$ cat config.mk
export PLATFORM = sky130hd
export DESIGN_NAME = memo_accum_sink_flat
export DESIGN_NICKNAME = d
export VERILOG_FILES = /design/src/rtl/memo_accum_sink_if.sv /design/src/rtl/memo_accum_sink.sv /design/src/flat_wrapper.sv
export SDC_FILE = /design/constraint.sdc
export NUM_CORES = 1
export LEC_CHECK = 0
export ABC_AREA = 1
export CAP_MARGIN = 5
export CORE_AREA = 2 2 120 122
export DETAILED_ROUTE_END_ITERATION = 6
export DIE_AREA = 0 0 122 124
export MAX_ROUTING_LAYER = met4
export PLACE_DENSITY_LB_ADDON = 0.05
export SYNTH_ARGS = -nofsm -noshare
export SYNTH_HDL_FRONTEND = slang
export SYNTH_SLANG_ARGS = --single-unit
$ cat constraint.sdc
create_clock -name clk -period 4.3 [get_ports clk]
set_input_delay 0.86 -clock clk [delete_from_list [all_inputs] [get_ports clk]]
set_output_delay 0.86 -clock clk [all_outputs]
set_load 0.005 [all_outputs]
$ cat src/rtl/memo_accum_sink_if.sv
// Bundles the memo_accum_sink beat input and frame-result output channels.
// Latency: none (wires only).
// Backpressure: in_ready / out_ready carry valid-ready flow control in each direction.
// Signals:
//   in_valid / in_ready / in_struct[5:0] / in_matrix[1:0][3:0] / in_last : beat stream
//   out_valid / out_ready / out_sum / out_count / out_ovf                : frame result
// Modports: slave = the sink block, master = the producer/consumer driving it.
interface memo_accum_sink_if #(
    parameter int ACC_W = 12,
    parameter int CNT_W = 4
);
    logic                    in_valid;
    logic                    in_ready;
    logic [5:0]              in_struct;
    logic [1:0][3:0]         in_matrix;
    logic                    in_last;
    logic                    out_valid;
    logic                    out_ready;
    logic signed [ACC_W-1:0] out_sum;
    logic [CNT_W-1:0]        out_count;
    logic                    out_ovf;

    modport slave (
        input  in_valid, in_struct, in_matrix, in_last, out_ready,
        output in_ready, out_valid, out_sum, out_count, out_ovf
    );

    modport master (
        output in_valid, in_struct, in_matrix, in_last, out_ready,
        input  in_ready, out_valid, out_sum, out_count, out_ovf
    );
endinterface

$ cat src/rtl/memo_accum_sink.sv
// Buffers memo beats in a small FIFO and reduces each frame to a signed sum with count and sticky overflow.
// Latency: last beat pushed at edge N shows out_valid after edge N+1; one pop per cycle while accumulating.
// Backpressure: in_ready = FIFO not full; a held result (out_ready low) stops popping so the FIFO fills.
// Ports: clk, rst (async active-high), bus (memo_accum_sink_if.slave) carrying the beat input and result output.
module memo_accum_sink #(
    parameter int DEPTH     = 4,
    parameter int ACC_W     = 12,
    parameter int MAX_BEATS = 8,
    parameter int CNT_W     = $clog2(MAX_BEATS + 1)
) (
    input  logic             clk,
    input  logic             rst,
    memo_accum_sink_if.slave bus
);
    typedef struct packed {
        logic [3:0]        parts_hi;
        logic signed [1:0] parts_lo;
    } memo_struct_t;

    typedef struct packed {
        memo_struct_t    s;
        logic [1:0][3:0] m;
        logic            last;
    } beat_t;

    typedef enum logic {
        ST_ACCUM,
        ST_EMIT
    } state_t;

    localparam int AW = $clog2(DEPTH);

    // FIFO storage and pointers; the extra pointer MSB separates full from empty.
    beat_t           mem_q [DEPTH];
    beat_t           mem_d [DEPTH];
    logic [AW:0]     wr_ptr_q, wr_ptr_d;
    logic [AW:0]     rd_ptr_q, rd_ptr_d;

    state_t          state_q, state_d;
    logic [ACC_W-1:0] acc_q, acc_d;
    logic [CNT_W-1:0] cnt_q, cnt_d;
    logic             ovf_q, ovf_d;
    logic [ACC_W-1:0] out_sum_q, out_sum_d;
    logic [CNT_W-1:0] out_count_q, out_count_d;
    logic             out_ovf_q, out_ovf_d;

    logic             full;
    logic             empty;
    logic             push;
    logic             pop;
    beat_t            head;
    beat_t            wr_beat;
    logic signed [6:0] beat_val;
    logic [ACC_W-1:0] val_ext;
    logic [ACC_W-1:0] sum;
    logic             add_ovf;
    logic [CNT_W-1:0] cnt_inc;
    logic             close;

    localparam logic [AW:0] PTR_ONE = {{AW{1'b0}}, 1'b1};

    assign full  = (wr_ptr_q[AW] != rd_ptr_q[AW]) && (wr_ptr_q[AW-1:0] == rd_ptr_q[AW-1:0]);
    assign empty = (wr_ptr_q == rd_ptr_q);

    assign push    = bus.in_valid && !full;
    assign pop     = (state_q == ST_ACCUM) && !empty;
    assign head    = mem_q[rd_ptr_q[AW-1:0]];
    assign wr_beat = {bus.in_struct, bus.in_matrix, bus.in_last};

    // Beat value spans -2..46, so 7 signed bits hold it exactly.
    assign beat_val = $signed({3'b000, head.s.parts_hi})
                    + $signed({{5{head.s.parts_lo[1]}}, head.s.parts_lo})
                    + $signed({3'b000, head.m[0]})
                    + $signed({3'b000, head.m[1]});
    assign val_ext  = {{(ACC_W-7){beat_val[6]}}, beat_val};
    assign sum      = acc_q + val_ext;
    // Two's-complement overflow: operands agree in sign but the result does not.
    assign add_ovf  = (acc_q[ACC_W-1] == val_ext[ACC_W-1]) && (sum[ACC_W-1] != acc_q[ACC_W-1]);
    assign cnt_inc  = cnt_q + CNT_W'(1);
    assign close    = head.last || (cnt_inc == CNT_W'(MAX_BEATS));

    always_comb begin
        mem_d       = mem_q;
        wr_ptr_d    = wr_ptr_q;
        rd_ptr_d    = rd_ptr_q;
        state_d     = state_q;
        acc_d       = acc_q;
        cnt_d       = cnt_q;
        ovf_d       = ovf_q;
        out_sum_d   = out_sum_q;
        out_count_d = out_count_q;
        out_ovf_d   = out_ovf_q;

        if (push) begin
            mem_d[wr_ptr_q[AW-1:0]] = wr_beat;
            wr_ptr_d                = wr_ptr_q + PTR_ONE;
        end

        case (state_q)
            ST_ACCUM: begin
                if (pop) begin
                    rd_ptr_d = rd_ptr_q + PTR_ONE;
                    acc_d    = sum;
                    cnt_d    = cnt_inc;
                    ovf_d    = ovf_q | add_ovf;
                    if (close) begin
                        out_sum_d   = sum;
                        out_count_d = cnt_inc;
                        out_ovf_d   = ovf_q | add_ovf;
                        state_d     = ST_EMIT;
                    end
                end
            end
            ST_EMIT: begin
                // Result registers stay frozen; only the running frame state is cleared.
                if (bus.out_ready) begin
                    state_d = ST_ACCUM;
                    acc_d   = '0;
                    cnt_d   = '0;
                    ovf_d   = 1'b0;
                end
            end
            default: state_d = ST_ACCUM;
        endcase
    end

    always_ff @(posedge clk or posedge rst) begin
        if (rst) begin
            for (int i = 0; i < DEPTH; i++) begin
                mem_q[i] <= '0;
            end
            wr_ptr_q    <= '0;
            rd_ptr_q    <= '0;
            state_q     <= ST_ACCUM;
            acc_q       <= '0;
            cnt_q       <= '0;
            ovf_q       <= 1'b0;
            out_sum_q   <= '0;
            out_count_q <= '0;
            out_ovf_q   <= 1'b0;
        end else begin
            mem_q       <= mem_d;
            wr_ptr_q    <= wr_ptr_d;
            rd_ptr_q    <= rd_ptr_d;
            state_q     <= state_d;
            acc_q       <= acc_d;
            cnt_q       <= cnt_d;
            ovf_q       <= ovf_d;
            out_sum_q   <= out_sum_d;
            out_count_q <= out_count_d;
            out_ovf_q   <= out_ovf_d;
        end
    end

    assign bus.in_ready  = !full;
    assign bus.out_valid = (state_q == ST_EMIT);
    assign bus.out_sum   = out_sum_q;
    assign bus.out_count = out_count_q;
    assign bus.out_ovf   = out_ovf_q;
endmodule
$ cat src/flat_wrapper.sv
// flat-port wrapper written by rule: the top's interface ports become plain ports
module memo_accum_sink_flat 
#(
    parameter int DEPTH     = 4,
    parameter int ACC_W     = 12,
    parameter int MAX_BEATS = 8,
    parameter int CNT_W     = $clog2(MAX_BEATS + 1)
)
  (clk, rst, bus_in_valid, bus_in_struct, bus_in_matrix, bus_in_last, bus_out_ready, bus_in_ready, bus_out_valid, bus_out_sum, bus_out_count, bus_out_ovf);
  memo_accum_sink_if #(.ACC_W(ACC_W), .CNT_W(CNT_W)) bus_i ();
  input  logic clk;
  input  logic rst;
  input wire logic [$bits(bus_i.in_valid)-1:0] bus_in_valid;
  input wire logic [$bits(bus_i.in_struct)-1:0] bus_in_struct;
  input wire logic [$bits(bus_i.in_matrix)-1:0] bus_in_matrix;
  input wire logic [$bits(bus_i.in_last)-1:0] bus_in_last;
  input wire logic [$bits(bus_i.out_ready)-1:0] bus_out_ready;
  output wire logic [$bits(bus_i.in_ready)-1:0] bus_in_ready;
  output wire logic [$bits(bus_i.out_valid)-1:0] bus_out_valid;
  output wire logic [$bits(bus_i.out_sum)-1:0] bus_out_sum;
  output wire logic [$bits(bus_i.out_count)-1:0] bus_out_count;
  output wire logic [$bits(bus_i.out_ovf)-1:0] bus_out_ovf;
  assign bus_i.in_valid = bus_in_valid;
  assign bus_i.in_struct = bus_in_struct;
  assign bus_i.in_matrix = bus_in_matrix;
  assign bus_i.in_last = bus_in_last;
  assign bus_i.out_ready = bus_out_ready;
  assign bus_in_ready = bus_i.in_ready;
  assign bus_out_valid = bus_i.out_valid;
  assign bus_out_sum = bus_i.out_sum;
  assign bus_out_count = bus_i.out_count;
  assign bus_out_ovf = bus_i.out_ovf;
  memo_accum_sink #(.DEPTH(DEPTH), .ACC_W(ACC_W), .MAX_BEATS(MAX_BEATS), .CNT_W(CNT_W)) u_core (.clk(clk), .rst(rst), .bus(bus_i));
endmodule
==> key figures <==
Synthesis
  – Compound-gate portion of the synthesized area: 15.2%
  – Syn Nets: 687
  – Top area cells in the synthesized netlist: dfrtp_1, nand2_1, ha_1
  – Post-synth top area cell: dfrtp_1
  – Simple-Gate Fraction of Synth Area: 18.1%
  – Yosys cell types: 36
  – Synth Area in Adders: 9.05%
  – Netlist Area Pre-Place: 5420 sq um
  – Post-Synth XOR/XNOR Area: 3.39%
  – Post-synth top area share: 46.6%
  – Mapped Cells: 633
  – Post-synthesis mux area share: 0%
  – Sequential fraction of the synthesis area: 46.6%
  – Synth warn: 0
  – Main combinational cell family by area after synthesis: simple AND/OR/NAND/NOR gates
  – Syn Area/Cell: 8.56 sq um
  – #FFs+latches synth: 101

Floorplanning
  – Initial Util: between 30% and 40%
  – Die area: approximately 15,000 sq um
  – # IOs: 38
  – FP Rows: 43
  – Core area: 13,700 sq um
  – Die Ht: 124 um
  – Die width: around 120 um

STA
  – Minimum clock period: 4.26 ns
  – Tcrit/Tclk final: 99.2%
  – Final setup skew: 0.0103 ns
  – Max frequency: 235 MHz
  – Setup TNS Final: 0 ns
  – Max-slew headroom: 22.6%
  – RSZ-0062 raised after global routing: yes
  – Final setup vio count: 0
  – Post-route setup slack: approximately 0.036 ns
  – Worst-Margin Slew: 1.16 ns
  – Final hold violations: 0
  – Slew Viols, Final: 0

Layout
  – Antenna diodes: 0
  – Share of post-route cells with drive strength above 1: 24.1%
  – Most common cell after layout, fill and taps aside: nand2_1
  – Nets@finish: around 750
  – Post-route design area: 6960 sq um
  – Fill cells: 1,357
  – P&R area growth vs syn: 28.5%
  – Most frequent cells in the layout: nand2_1, dfrtp_1, o21ai_1, inv_1, buf_4
  – Final core occ: 50.8%

Worst setup path
  – Critical path class: reg -> reg
  – Crit path max fanout: 6
  – R2R Path Start: u_core.rd_ptr_q[0]
  – Worst path cell trace: buf_6 > o21ai_2 > o22ai_2 > ha_2 > fa_2 > inv_2 > fa_1 > inv_1 > ha_2 > inv_2 > fa_2 > o21ai_2 > xnor2_1 > ha_1 > a21o_1 > a21oi_2 > nand2_2 > xor2_2 > o21ai_1
  – Crit path launch: u_core.rd_ptr_q[0]
  – CP peak stage delay: ~0.57 ns
  – CP bufs+invs: 4
  – CP endpoint kind: register
  – Startpoint type of the worst setup path: register
  – CP max-delay cell: fa_2
  – Delay-heaviest family, CP: adder cells
  – Critical Path AT: 4.47 ns
  – Worst EP required: 4.51 ns

Placed design
  – Port bufs: 37
  – Final Wtd Congestion: 0.854
  – Pre-CTS WS: -0.281 ns
  – DP Wirelength: approximately 8.8 mm
  – Area after DPL: roughly 6000 sq um

Worst hold path
  – Hold_sp: u_core.bus.out_sum[6]
  – Worst Hold Class: reg -> reg

GRT
  – First-pass GRT wire length: 21.2 mm
  – GRT overflow: 0
  – Largest net degree at the start of global routing: 87
  – Tot GR Track Use: 18.7%
  – Number of antenna violations at the first check in global routing: 0
  – Vias in the first global route: 4,401

Routing
  – ANT nets after route: 0
  – Detailed Routing Iterations Pass 1: 5
  – Via density per instance: 4.95
  – DRC: 0
  – Vias: 4,367
  – Routed len/inst: between 10 and 15 um
  – Initial DRC Count: 192
  – Drt total wl: 12.8 mm

CTS
  – H-tree depth: 3
  – Hold Buf Count CTS: 0
  – CTS Root Cell: clkbuf_16
  – Number of CTS-inserted buffers: 9
  – Clock latency on the worst-skew pair: 0.35 ns
  – CTS tree: done
  – CTS clk-pin slew, worst paths: 0.07 ns
  – CTS sink cnt: 101
  – CTS max path bufs: 2

Job
  – Max Cap Viol: 0

Run status
  – Status: complete, no violations
through the flow:
stage | cells | hold slack [ns]
2_1_floorplan | 633 | 0.454
3_3_place_gp | 861 | 0.465
3_5_place_dp | 861 | 0.467
4_1_cts | 879 | 0.485
5_1_grt | 882 | 0.505
6_report | 882 | 0.479
flip-flops by register name, summed over array words and instances, names as in the netlist:
register,cells
u_core.acc_q,12
u_core.bus.out_count,4
u_core.rd_ptr_q,3
u_core.cnt_q,4
u_core.bus.out_sum,12
u_core.ovf_q,1
u_core.wr_ptr_q,3
u_core.mem_q,60
u_core.bus.out_ovf,1
u_core.bus.out_valid,1
per-layer routing:
metal  track usage [%]  vias up  part of all wire [%]
met3              3.98        9                   2.5
met1              21.9     2109                    45
met2              32.6       52                    52
met4              5.32        0                   1.1
li1                  -     2197                     -
met5                 -        -                     0
cell usage after synthesis, drive strengths merged:
cell and number:
a21o 1, a21oi 23, a22o 6, a31oi 1
a32o 8, a32oi 1, buf 22, clkbuf 4
clkinv 2, dfrtp 101, fa 7, ha 28
inv 63, nand2 194, nand3 24, nand4 4
nor2 20, nor3 1, o21ai 95, o21bai 1
o22a 1, o22ai 5, xnor2 11, xor2 10
cell families after synthesis:
| family | Yosys count |
|---|---|
| AND/OR/NAND/NOR | 243 |
| adder cells (fa/ha/maj) | 35 |
| XOR/XNOR | 21 |
| AO/OA/AOI/OAI | 142 |
| buffers and inverters | 91 |
| flip-flops | 101 |
layout make-up:
class | count | area [sq um] | share of cell area [%]
multi-input cells | 441 | 2960 | 42.5
repair buffers | 79 | 713 | 10.2
clock inverters | 5 | 42.5 | 0.611
clock buffers | 11 | 233 | 3.34
inverters | 65 | 263 | 3.77
well taps | 180 | 225 | 3.23
flip-flops and latches | 101 | 2530 | 36.3
worst paths after layout:
path                                     endpoint  slack (ns)  cells past startpoint
max                               u_core.acc_q[8]        0.04                     19
min                         u_core.bus.out_sum[6]        0.48                      2
min in group asynchronous  u_core.bus.out_sum[10]        1.11                      2
max in group asynchronous        u_core.mem_q[27]        2.34                      3
min reg2reg                 u_core.bus.out_sum[6]        0.48                      2
max reg2reg                       u_core.acc_q[8]        0.04                     19
worst min-delay path: cells and delay by family (launching register included):
family,cells,cell delay [ns]
flops,1,0.34
simple gates,2,0.10
what timing repair did:
action                                  in CTS  in global routing
buffers inserted                             2                  3
endpoints found under the setup margin      16                 19
cloned                                       0                  0
pin swaps                                   11                 46
resized for setup                           32                 86
Power is not shown: default switching activity piles up to over one toggle a cycle in this logic, so the estimate is an artifact.
